## src/rtl/fetch_stage.sv

```systemverilog
// Instruction-fetch control: one outstanding imem request, IF/ID output register,
// next-PC selection (hold, +4, redirect) back to the PC register.
module fetch_stage #(
    parameter logic [31:0] NOP_INSTR = 32'h0000_0013,
    parameter logic [31:0] PC_INC    = 32'd4
) (
    input  logic        clk,
    input  logic        rst_n,
    input  logic [31:0] pc_curr,
    output logic [31:0] pc_next,
    output logic        imem_req_valid,
    input  logic        imem_req_ready,
    output logic [31:0] imem_req_addr,
    input  logic        imem_rsp_valid,
    input  logic [31:0] imem_rsp_data,
    output logic        id_valid,
    input  logic        id_ready,
    output logic [31:0] id_instr,
    output logic [31:0] id_pc,
    input  logic        redirect_valid,
    input  logic [31:0] redirect_target,
    output logic        fetch_err
);

    typedef enum logic [2:0] {
        IDLE,
        REQ,
        WAIT,
        HOLD,
        DRAIN
    } state_t;

    state_t      state_q, state_d;
    logic        id_valid_q, id_valid_d;
    logic [31:0] id_instr_q, id_instr_d;
    logic [31:0] id_pc_q, id_pc_d;
    logic        fetch_err_q, fetch_err_d;
    logic [31:0] req_addr_q, req_addr_d;

    logic aligned;
    logic req_fire;

    assign aligned        = (pc_curr[1:0] == 2'b00);
    assign imem_req_valid = (state_q == REQ) && aligned;
    assign imem_req_addr  = pc_curr;
    assign req_fire       = imem_req_valid && imem_req_ready;

    always_comb begin
        state_d     = state_q;
        id_valid_d  = id_valid_q;
        id_instr_d  = id_instr_q;
        id_pc_d     = id_pc_q;
        fetch_err_d = fetch_err_q;
        req_addr_d  = req_addr_q;
        pc_next     = pc_curr;

        unique case (state_q)
            IDLE: state_d = REQ;
            REQ: begin
                if (!aligned) begin
                    fetch_err_d = 1'b1;
                end
                if (req_fire) begin
                    pc_next    = pc_curr + PC_INC;
                    req_addr_d = pc_curr;
                    state_d    = WAIT;
                end
            end
            WAIT: begin
                if (imem_rsp_valid) begin
                    id_instr_d = imem_rsp_data;
                    id_pc_d    = req_addr_q;
                    id_valid_d = 1'b1;
                    state_d    = HOLD;
                end
            end
            HOLD: begin
                if (id_ready) begin
                    id_valid_d = 1'b0;
                    state_d    = REQ;
                end
            end
            DRAIN: begin
                if (imem_rsp_valid) begin
                    state_d = REQ;
                end
            end
            default: state_d = IDLE;
        endcase

        // Redirect overrides everything except the post-reset settle cycle
        if (redirect_valid && state_q != IDLE) begin
            pc_next    = redirect_target;
            id_valid_d = 1'b0;
            id_instr_d = NOP_INSTR;
            id_pc_d    = id_pc_q;
            unique case (state_q)
                WAIT:    state_d = imem_rsp_valid ? REQ : DRAIN;
                REQ:     state_d = req_fire ? DRAIN : REQ;
                DRAIN:   state_d = imem_rsp_valid ? REQ : DRAIN;
                default: state_d = REQ;
            endcase
        end
    end

    always_ff @(posedge clk or negedge rst_n) begin
        if (!rst_n) begin
            state_q     <= IDLE;
            id_valid_q  <= 1'b0;
            id_instr_q  <= NOP_INSTR;
            id_pc_q     <= 32'h0;
            fetch_err_q <= 1'b0;
            req_addr_q  <= 32'h0;
        end else begin
            state_q     <= state_d;
            id_valid_q  <= id_valid_d;
            id_instr_q  <= id_instr_d;
            id_pc_q     <= id_pc_d;
            fetch_err_q <= fetch_err_d;
            req_addr_q  <= req_addr_d;
        end
    end

    assign id_valid  = id_valid_q;
    assign id_instr  = id_instr_q;
    assign id_pc     = id_pc_q;
    assign fetch_err = fetch_err_q;

endmodule

```

## config.mk

```make
export PLATFORM = sky130hd
export DESIGN_NAME = fetch_stage
export DESIGN_NICKNAME = d
export VERILOG_FILES = /design/src/rtl/fetch_stage.sv
export SDC_FILE = /design/constraint.sdc
export NUM_CORES = 1
export LEC_CHECK = 0
export BUFFER_PORTS_ARGS = -buffer_cell sky130_fd_sc_hd__buf_2
export CAP_MARGIN = 10
export CORE_UTILIZATION = 51
export CTS_BUF_LIST = sky130_fd_sc_hd__clkbuf_8 sky130_fd_sc_hd__clkbuf_16
export CTS_CLUSTER_DIAMETER = 80
export DETAILED_ROUTE_END_ITERATION = 8
export GPL_TIMING_DRIVEN = 1
export PLACE_DENSITY = 0.95
export SLEW_MARGIN = 20
export SYNTH_ARGS = -nofsm -noshare
export SYNTH_HDL_FRONTEND = slang
export SYNTH_SLANG_ARGS = --single-unit
```

## constraint.sdc

```tcl
create_clock -name clk -period 4.15 [get_ports clk]
set_input_delay 1.245 -clock clk [delete_from_list [all_inputs] [get_ports clk]]
set_output_delay 1.245 -clock clk [all_outputs]
set_load 0.01 [all_outputs]
```

==> results of run 1 <==
## per-layer routing
layer	global-route usage (%)	vias to the layer above	share of wire [%]
met5	0	-	0
met4	8.35	0	1.0
met3	4.38	16	6.7
met2	47.4	229	51
met1	31.8	2269	41
li1	-	2296	-
## power breakdown
| part | internal [mW] | total, mW | switching [mW] |
|---|---|---|---|
| registers | 1.20 | 1.33 | 0.128 |
| clock network | 0.244 | 0.593 | 0.350 |
| logic | 0.340 | 0.843 | 0.503 |
| total | 1.79 | 2.77 | 0.981 |
## state kept, by name (all words and copies together) (netlist names)
| register | flops |
|---|---|
| id_instr | 32 |
| req_addr_q | 32 |
| id_pc | 32 |
| state_q | 3 |
| fetch_err | 1 |
| id_valid | 1 |
## worst min-delay path: cells and delay by family (launching register included)
kind            cells  cell delay (ns)
flops               1             0.38
compound gates      1             0.05
buf+inv             1             0.04
## worst min path at each step
stage | from | to | slack [ns] | cells past startpoint
2_1_floorplan | req_addr_q[0] | id_pc[0] | 0.43 | 2
3_3_place_gp | id_instr[0] | id_instr[0] | 0.44 | 2
3_5_place_dp | id_instr[4] | id_instr[4] | 0.45 | 2
4_1_cts | id_instr[4] | id_instr[4] | 0.47 | 2
5_1_grt | req_addr_q[23] | id_pc[23] | 0.49 | 2
6_report | id_instr[4] | id_instr[4] | 0.46 | 2
## kinds of logic (layout without fill, tap and decap cells)
logic type                 after synthesis  count (layout)  share of synthesized area (%)
buffers and inverters                   71             277                           8.24
xor gates and xnor gates                29              29                           4.98
adders and majority gates                1               1                          0.245
and+or+nand+nor                        298             298                           26.1
DFF                                    101             101                           49.6
other                                    0               1                              0
muxes                                    2               2                          0.441
AOI/OAI and AO/OA                       81              81                           10.3
## synth_stat cells, types with 3 or more instances
cell type / n / area, um^2
nand3_1: 7 / 35.0
dfrtp_1: 98 / 2450
xnor2_1: 25 / 219
nor2_1: 43 / 161
a22o_1: 29 / 254
o21ai_0: 9 / 45.0
nor4_1: 4 / 25.0
nor2b_1: 3 / 18.8
buf_4: 34 / 255
nor3_1: 14 / 70.1
dfstp_2: 3 / 78.8
a21oi_1: 37 / 185
nand4_1: 5 / 31.3
xor2_1: 4 / 35.0
inv_1: 9 / 33.8
clkbuf_1: 17 / 63.8
nand2_1: 195 / 732
buf_2: 9 / 45.0
and3_1: 3 / 18.8
and4_1: 6 / 52.6
and2_1: 4 / 25.0
## metrics by stage
step	instance area, um^2	total power, mW
floorplan	5100	1.83
global placement	6240	2.15
detailed placement	6240	2.18
CTS	6440	2.78
global route	6470	2.95
finish	6470	2.77
## layout make-up
cell class / count / area [um^2] / share of cell area, %
sequential: 101 / 2530 / 39.1
multi-input combinational: 411 / 2190 / 33.9
timing repair buffer: 252 / 1350 / 20.9
tap: 133 / 166 / 2.57
clock buffer: 10 / 138 / 2.13
clock inverter: 6 / 57.6 / 0.889
inverter: 9 / 33.8 / 0.522
antenna: 1 / 2.50 / 0.0387
## repair_timing
action,4_1_cts,5_1_grt
endpoints found under the setup margin,2,11
resized for setup,1,7
endpoints found under the hold margin,0,0
cloned,0,0
hold buffers,0,0
## placed cells by master, fill, tap and decap left out, types with 2 or more instances in the layout
cell type     n
nor2b_1       3
nor4_1        4
buf_2       231
a22o_1       29
and2_1        4
clkbuf_8     10
xnor2_1      25
nand4_1       5
and4_1        4
dfstp_2       3
clkinvlp_4    2
mux2_2        2
nor3_1       12
a21oi_1      37
nor3b_4       2
o21ai_0       9
inv_1         9
nor3_2        3
clkinv_4      2
buf_4        18
nand3_1       7
nand4_4       2
dfrtp_1      98
nor2_1       43
xor2_1        4
nand2_1     194
and3_1        2
nand2b_1      2
buf_12        3
==> impl_metrics.ini, run 1 <==
[sta]
fin_setup_tns_ns = 0
fin_crit_sh_pct = 97.7
max_freq_mhz = 247
worst-slew-pin-transition_ns = 0.773
final.setup.worst_slack_ns = 0.0941
finalHoldViolations = 0
slew_headroom_pct = 48.4
grt_setup_unrepaired = yes
post-route-min-period_ns = 4.06
report.final.setup_viol = 0
final-max-slew-violation-count = 0
worst_hold_slack_ns = 0.463
clock-skew-final_ns = 0.0164

[synthesis]
yosys_warnings = 0
netlist_area_um2 = 5100
postSynthCellCount = 583
synth-edff-count = 0
syn-mean-instance-area_um2 = 8.75
synth_cell_type_count = 42
ys_seq_elements = 101
synth-seq-area-share_pct = 49.6
yosys_most_used_dff = dfrtp_1
syn_nets = 686
async_reset_ff_share_pct = 100

[setup_path]
crit_path_end = pc_next[6]
crit_chain = buf_2 -> or3b_2 -> nor2_4 -> buf_12 -> nand4_1 -> xor2_1 -> a21oi_1 -> buf_2
worst-endpoint-arrival_ns = 2.81
cpMostUsedCell = buf_2
critical_path.startpoint = pc_curr[0]
worst_r2r_path_depth = 5
critical_path_required_ns = 2.90
slowest_stage = or3b_2
timing.critical_path.buf_inv = 3
crit_path_end_kind = output pin
reg2reg_slack_ns = 2.13
critical_path_peak_fanout = 14
r2r_start = state_q[1]
crit_path_start_kind = input port
timing_worst_setup_path_type = in2out
critical_path.reg2reg.endpoint = id_pc[10]
cp.depth = 8
max_stage_delay_ns = 0.55
largest_delay_share_family_worst_path = simple AND/OR/NAND/NOR gates

[floorplan]
core_region_area_um2 = 9730
die_x_um = 102
dieHeight_um = 102
num_rows = 36
design.die.area_um2 = 10400
start_util_pct = 52.4
io_pins = 233

[final_layout]
areaGrowthSynthToFinish_pct = 26.9
layout.filler_cells = 804
fin_cells = 923
drive_gt1_share_pct = 36.9
fin_nets = 887
fin_util_pct = 66.5

[min_path]
worstHoldPathType = reg2reg

[clock_network]
clkSlewWorstSetupHoldPaths_ns = 0.09
clock-sinks = 101
tritoncts = yes
clk_latency_ns = 0.35
cts_buffer_depth = 2
cts_htree_levels = 3
post_cts.repair.setup_buffers = 0
cts_root_buf = clkbuf_8
cts_buffers = 9

[drt]
drt_drc_violations_left = 0
route.detailed.vias_per_inst = 5.21
avgRoutedWirePerCell_um = 14.9
drtAntennaViolNets = 0
drtIter0Drc = 224
dr.pass1.iters = 5
wirelength_mm = 13.8
vias = 4810

[power_and_ir_drop]
power-per-cell-area_nw_per_um2 = 428
power.ir.vdd_worst_mv = 0.235
leakage_nw = 3.58

[placed_design]
port_buffers = 232
placed_cells = 906
dp.final_hpwl_mm = 10.3
gp_congestion = 0.847
pre_cts_ws_ns = -0.0484

[grt]
grt_usage_pct = 26.2
maximum_number_of_pins_on_one_net_before_global_route_repair = 55
grt_pass1_wl_mm = 20.9
first_global_vias = 4297
grt_antenna_before_repair = 1
global_route.overflow_total = 0

[run_status]
status = finished, final reports clean

[job]
maxCapViolCount = 0
Power figures use the tool's default switching activity.
==> inputs of run 2 (changes only) <==
--- a/config.mk
+++ b/config.mk
@@ -13,5 +13,5 @@
 export DETAILED_ROUTE_END_ITERATION = 8
 export GPL_TIMING_DRIVEN = 1
-export PLACE_DENSITY = 0.95
+export PLACE_DENSITY = 0.9
 export SLEW_MARGIN = 20
 export SYNTH_ARGS = -nofsm -noshare
==> constraint.sdc (replaced) <==
create_clock -name clk -period 4.15 [get_ports clk]
set_input_delay 1.245 -clock clk [delete_from_list [all_inputs] [get_ports clk]]
set_output_delay 1.245 -clock clk [all_outputs]
set_load 0.02 [all_outputs]
==> impl_metrics.ini, run 2 (synthesized netlist as in run 1, its figures left out) <==
[run_status]
status = finished, final reports clean

[power_and_ir_drop]
power_switching_share_pct = 38.2
power-per-cell-area_nw_per_um2 = 440
p_comb_share_pct = 33.4
clkPwrFrac_pct = 20.0
switchingPower_mw = 1.09
p_seq_share_pct = 46.6
leakage_nw = 3.59
cell_internal_power_mw = 1.76
power.ir.vdd_worst_mv = 0.199

[clock_network]
clock-sinks = 101
cts_root_buf = clkbuf_8
cts_htree_levels = 3
tritoncts = yes
clk_latency_ns = 0.35
cts_buffers = 9
cts_buffer_depth = 2
clkSlewWorstSetupHoldPaths_ns = 0.10

[drt]
avgRoutedWirePerCell_um = 14.6
wirelength_mm = 13.4
route.detailed.vias_per_inst = 5.14
drtIter0Drc = 130
drtAntennaViolNets = 0
vias = 4735
drt_drc_violations_left = 0
dr.pass1.iters = 5

[grt]
grt_usage_pct = 25.8
grt_antenna_before_repair = 0
global_route.overflow_total = 0
grt_pass1_wl_mm = 20.6
maximum_number_of_pins_on_one_net_before_global_route_repair = 60
first_global_vias = 4235

[sta]
fin_crit_sh_pct = 98.0
final-max-slew-violation-count = 0
slew_headroom_pct = 61.0
worst-slew-pin-transition_ns = 0.584
final.setup.worst_slack_ns = 0.0843
clock-skew-final_ns = 0.00967
post-route-min-period_ns = 4.07
report.final.setup_viol = 0
max_freq_mhz = 246
finalHoldViolations = 0

[final_layout]
most_used_cells_in_the_layout_excluding_fill_and_tap_cells = 230 x buf_2, 194 x nand2_1, 98 x dfrtp_1, 43 x nor2_1, 37 x a21oi_1
drive_gt1_share_pct = 37.6
fin_util_pct = 66.6
fin_nets = 887
layout.filler_cells = 813
areaGrowthSynthToFinish_pct = 27.0
antenna_cells_inserted = 0
multi_input_comb_area_um2 = 2240
final_common_cell = buf_2
final-seq-area_um2 = 2530

[placed_design]
pre_cts_ws_ns = -0.123
gp_congestion = 0.853
port_buffers = 232
dp.final_hpwl_mm = 10.2

[setup_path]
worst-endpoint-arrival_ns = 2.82
worst_r2r_path_depth = 4
timing_worst_setup_path_type = in2out
critical_path_required_ns = 2.90
crit_path_end_kind = output pin
critical_path_peak_fanout = 7
crit_path_start_kind = input port

[min_path]
worst_hold_path_depth = 2
worstHoldPathType = reg2reg

[floorplan]
core_region_area_um2 = 9730
die_x_um = 102
dieHeight_um = 102
io_pins = 233
start_util_pct = 52.4
design.die.area_um2 = 10400
num_rows = 36

[job]
maxCapViolCount = 0
run 2: changes by cell type in the layout (fill, tap and decap cells not counted), sizes merged:
cell,change
inv,+4
diode,-1
clkinv,-2
clkinvlp,-1
clkbuf,-1
run 2: what timing repair did:
action / 4_1_cts / 5_1_grt
gates resized for setup: 2 / 16
pin swaps: 1 / 1
setup buffers: 1 / 1
hold buffers: 0 / 0
endpoints found under the setup margin: 4 / 14
run 2: worst max-delay path, stage by stage:
cell and delay, ns:
buf_2 0.14, nor3b_4 0.25, nand4_2 0.19, buf_4 0.22, nor4_2 0.30, xnor2_1 0.12
a21oi_1 0.16, buf_2 0.18
run 2: final cells by class:
type / instances / share of cell area (%)
timing repair buffer: 252 / 20.5
sequential: 101 / 39.1
multi-input combinational: 411 / 34.6
tap: 133 / 2.57
clock inverter: 7 / 0.830
inverter: 9 / 0.521
clock buffer: 9 / 1.91
run 2: layer usage:
metal	wire length (um)	vias to the layer above	GRT usage [%]
met4	194	0	7.69
li1	-	2297	-
met3	904	16	5.27
met1	5650	2227	31.5
met5	0	-	0
met2	6660	195	46.1
run 2: final timing paths:
kind,start,end,slack [ns]
max in group asynchronous,rst_n,id_instr[0],2.55
min in group asynchronous,rst_n,req_addr_q[0],0.85
worst max-delay path,pc_curr[1],pc_next[27],0.08
worst min-delay path,id_instr[1],id_instr[1],0.46
worst min register to register,id_instr[1],id_instr[1],0.46
worst max register to register,state_q[1],id_instr[12],2.17
run 2: power groups by stage:
stage	logic, mW	registers, mW	clock network [mW]
global route	1.06	1.36	0.621
finish	0.953	1.33	0.570
detailed placement	0.948	1.35	0
CTS	0.954	1.33	0.580
floorplan	0.548	1.41	0
global placement	0.930	1.34	0
run 2: stage by stage:
stage	cell area, um^2	TNS (ns)	hold WS [ns]	std cells	total power [mW]
after floorplan	5100	0	0.430	583	1.95
final	6480	0	0.464	922	2.85
after CTS	6400	0	0.464	921	2.87
after detailed placement	6200	-0.155	0.448	904	2.30
after global placement	6200	-0.116	0.446	904	2.27
after global routing	6480	-0.0108	0.500	922	3.04
==> inputs of run 3 (changes only) <==
CORE_UTILIZATION = 53   (was 51)
CTS_BUF_LIST = sky130_fd_sc_hd__clkbuf_2   (was sky130_fd_sc_hd__clkbuf_8 sky130_fd_sc_hd__clkbuf_16)
PLACE_DENSITY = 0.93   (was 0.9)
==> impl_metrics.ini, run 3 (synthesized netlist as in run 1, its figures left out) <==
[setup_path]
critical_path_peak_fanout = 5
critical_path_required_ns = 2.90
crit_path_end_kind = output pin
timing_worst_setup_path_type = in2out
worst-endpoint-arrival_ns = 2.84
crit_path_start_kind = input port

[drt]
drtAntennaViolNets = 0
vias = 4773
drtIter0Drc = 158
dr.pass1.iters = 4
route.detailed.vias_per_inst = 5.19
drt_drc_violations_left = 0
avgRoutedWirePerCell_um = 14.6
wirelength_mm = 13.4

[final_layout]
most_used_cells_in_the_layout_excluding_fill_and_tap_cells = 231 x buf_2, 194 x nand2_1, 98 x dfrtp_1, 43 x nor2_1, 37 x a21oi_1
drive_gt1_share_pct = 37.5
final_common_cell = buf_2
layout.filler_cells = 786
finish.instance_area_um2 = 6370
areaGrowthSynthToFinish_pct = 24.8
fin_nets = 888
fin_cells = 919
final-seq-area_um2 = 2530
fin_util_pct = 68.6
multi_input_comb_area_um2 = 2210
antenna_cells_inserted = 0

[floorplan]
die_x_um = 100
dieHeight_um = 100
io_pins = 233
start_util_pct = 54.9
num_rows = 35
core_region_area_um2 = 9280
design.die.area_um2 = 10000

[min_path]
worstHoldPathType = reg2reg

[grt]
grt_pass1_wl_mm = 20.6
global_route.overflow_total = 0
maximum_number_of_pins_on_one_net_before_global_route_repair = 91
grt_antenna_before_repair = 0
first_global_vias = 4299
grt_usage_pct = 26.1

[power_and_ir_drop]
leakage_nw = 3.55
power.ir.vdd_worst_mv = 0.184
power-per-cell-area_nw_per_um2 = 424
finalPower_mw = 2.70

[job]
maxCapViolCount = 0

[placed_design]
placed_cell_area_um2 = 6210
port_buffers = 232
dp.final_hpwl_mm = 9.85
placed_cells = 902
pre_cts_ws_ns = -0.0379
gp_congestion = 0.853

[clock_network]
cts_buffer_depth = 2
clkSlewWorstSetupHoldPaths_ns = 0.26
cts_root_buf = clkbuf_2
clock-sinks = 101
tritoncts = yes
clk_latency_ns = 0.53
cts_buffers = 9
cts_htree_levels = 3

[run_status]
status = finished, final reports clean

[sta]
final-max-slew-violation-count = 0
clock-skew-final_ns = 0.0486
report.final.setup_viol = 0
worst-slew-pin-transition_ns = 0.791
max_freq_mhz = 245
post-route-min-period_ns = 4.09
grt_setup_unrepaired = yes
final.setup.worst_slack_ns = 0.0626
slew_headroom_pct = 47.3
finalHoldViolations = 0
fin_crit_sh_pct = 98.5
==> run 3: power breakdown <==
| part | internal (mW) | switching (mW) |
|---|---|---|
| combinational | 0.335 | 0.629 |
| clock | 0.0867 | 0.317 |
| sequential | 1.20 | 0.129 |
| total | 1.62 | 1.07 |
==> run 3: path summary, 6_finish.rpt <==
| kind | slack [ns] | startpoint | endpoint | depth (start not counted) |
|---|---|---|---|---|
| setup / recovery | 0.06 | pc_curr[2] | pc_next[18] | 8 |
| hold reg to reg | 0.49 | id_instr[4] | id_instr[4] | 2 |
| setup reg to reg | 1.99 | state_q[1] | id_instr[17] | 4 |
| min in group asynchronous | 0.72 | rst_n | id_instr[18] | 1 |
| hold / removal | 0.49 | id_instr[4] | id_instr[4] | 2 |
| max in group asynchronous | 2.69 | rst_n | id_pc[18] | 2 |
==> run 3: layout make-up <==
type                       count  share of cell area (%)
clock buffer                  11                   0.865
multi-input combinational    411                    34.7
inverter                       9                   0.531
tap                          129                    2.53
sequential                   101                    39.8
timing repair buffer         253                    21.0
clock inverter                 5                   0.609
==> run 3: routing by layer <==
metal | part of all wire, % | GRT usage, % | up-vias
met5 | 0 | 0 | -
met4 | 0.96 | 7.69 | 0
met3 | 6.5 | 3.76 | 17
met2 | 50 | 46.2 | 237
met1 | 42 | 33.5 | 2224
li1 | - | - | 2295
==> run 3: metrics by stage <==
step	hold slack, ns	setup TNS [ns]
after floorplan	0.430	0
after global placement	0.443	0
after detailed placement	0.451	-0.0379
after CTS	0.488	0
after global routing	0.509	-0.0720
final	0.487	0
==> run 3: repair_timing <==
item                                    4_1_cts  5_1_grt
buffers inserted                              1        0
endpoints found under the setup margin        1       12
pin swaps                                     1        0
resized for setup                             0       11
hold buffers                                  0        0
==> run 3: critical path, stage by stage <==
cell and delay (ns):
buf_2 0.14, ha_1 0.19, and4_2 0.30, nand3_1 0.28, nor3_1 0.27, xnor2_1 0.09
a21oi_1 0.14, buf_2 0.18
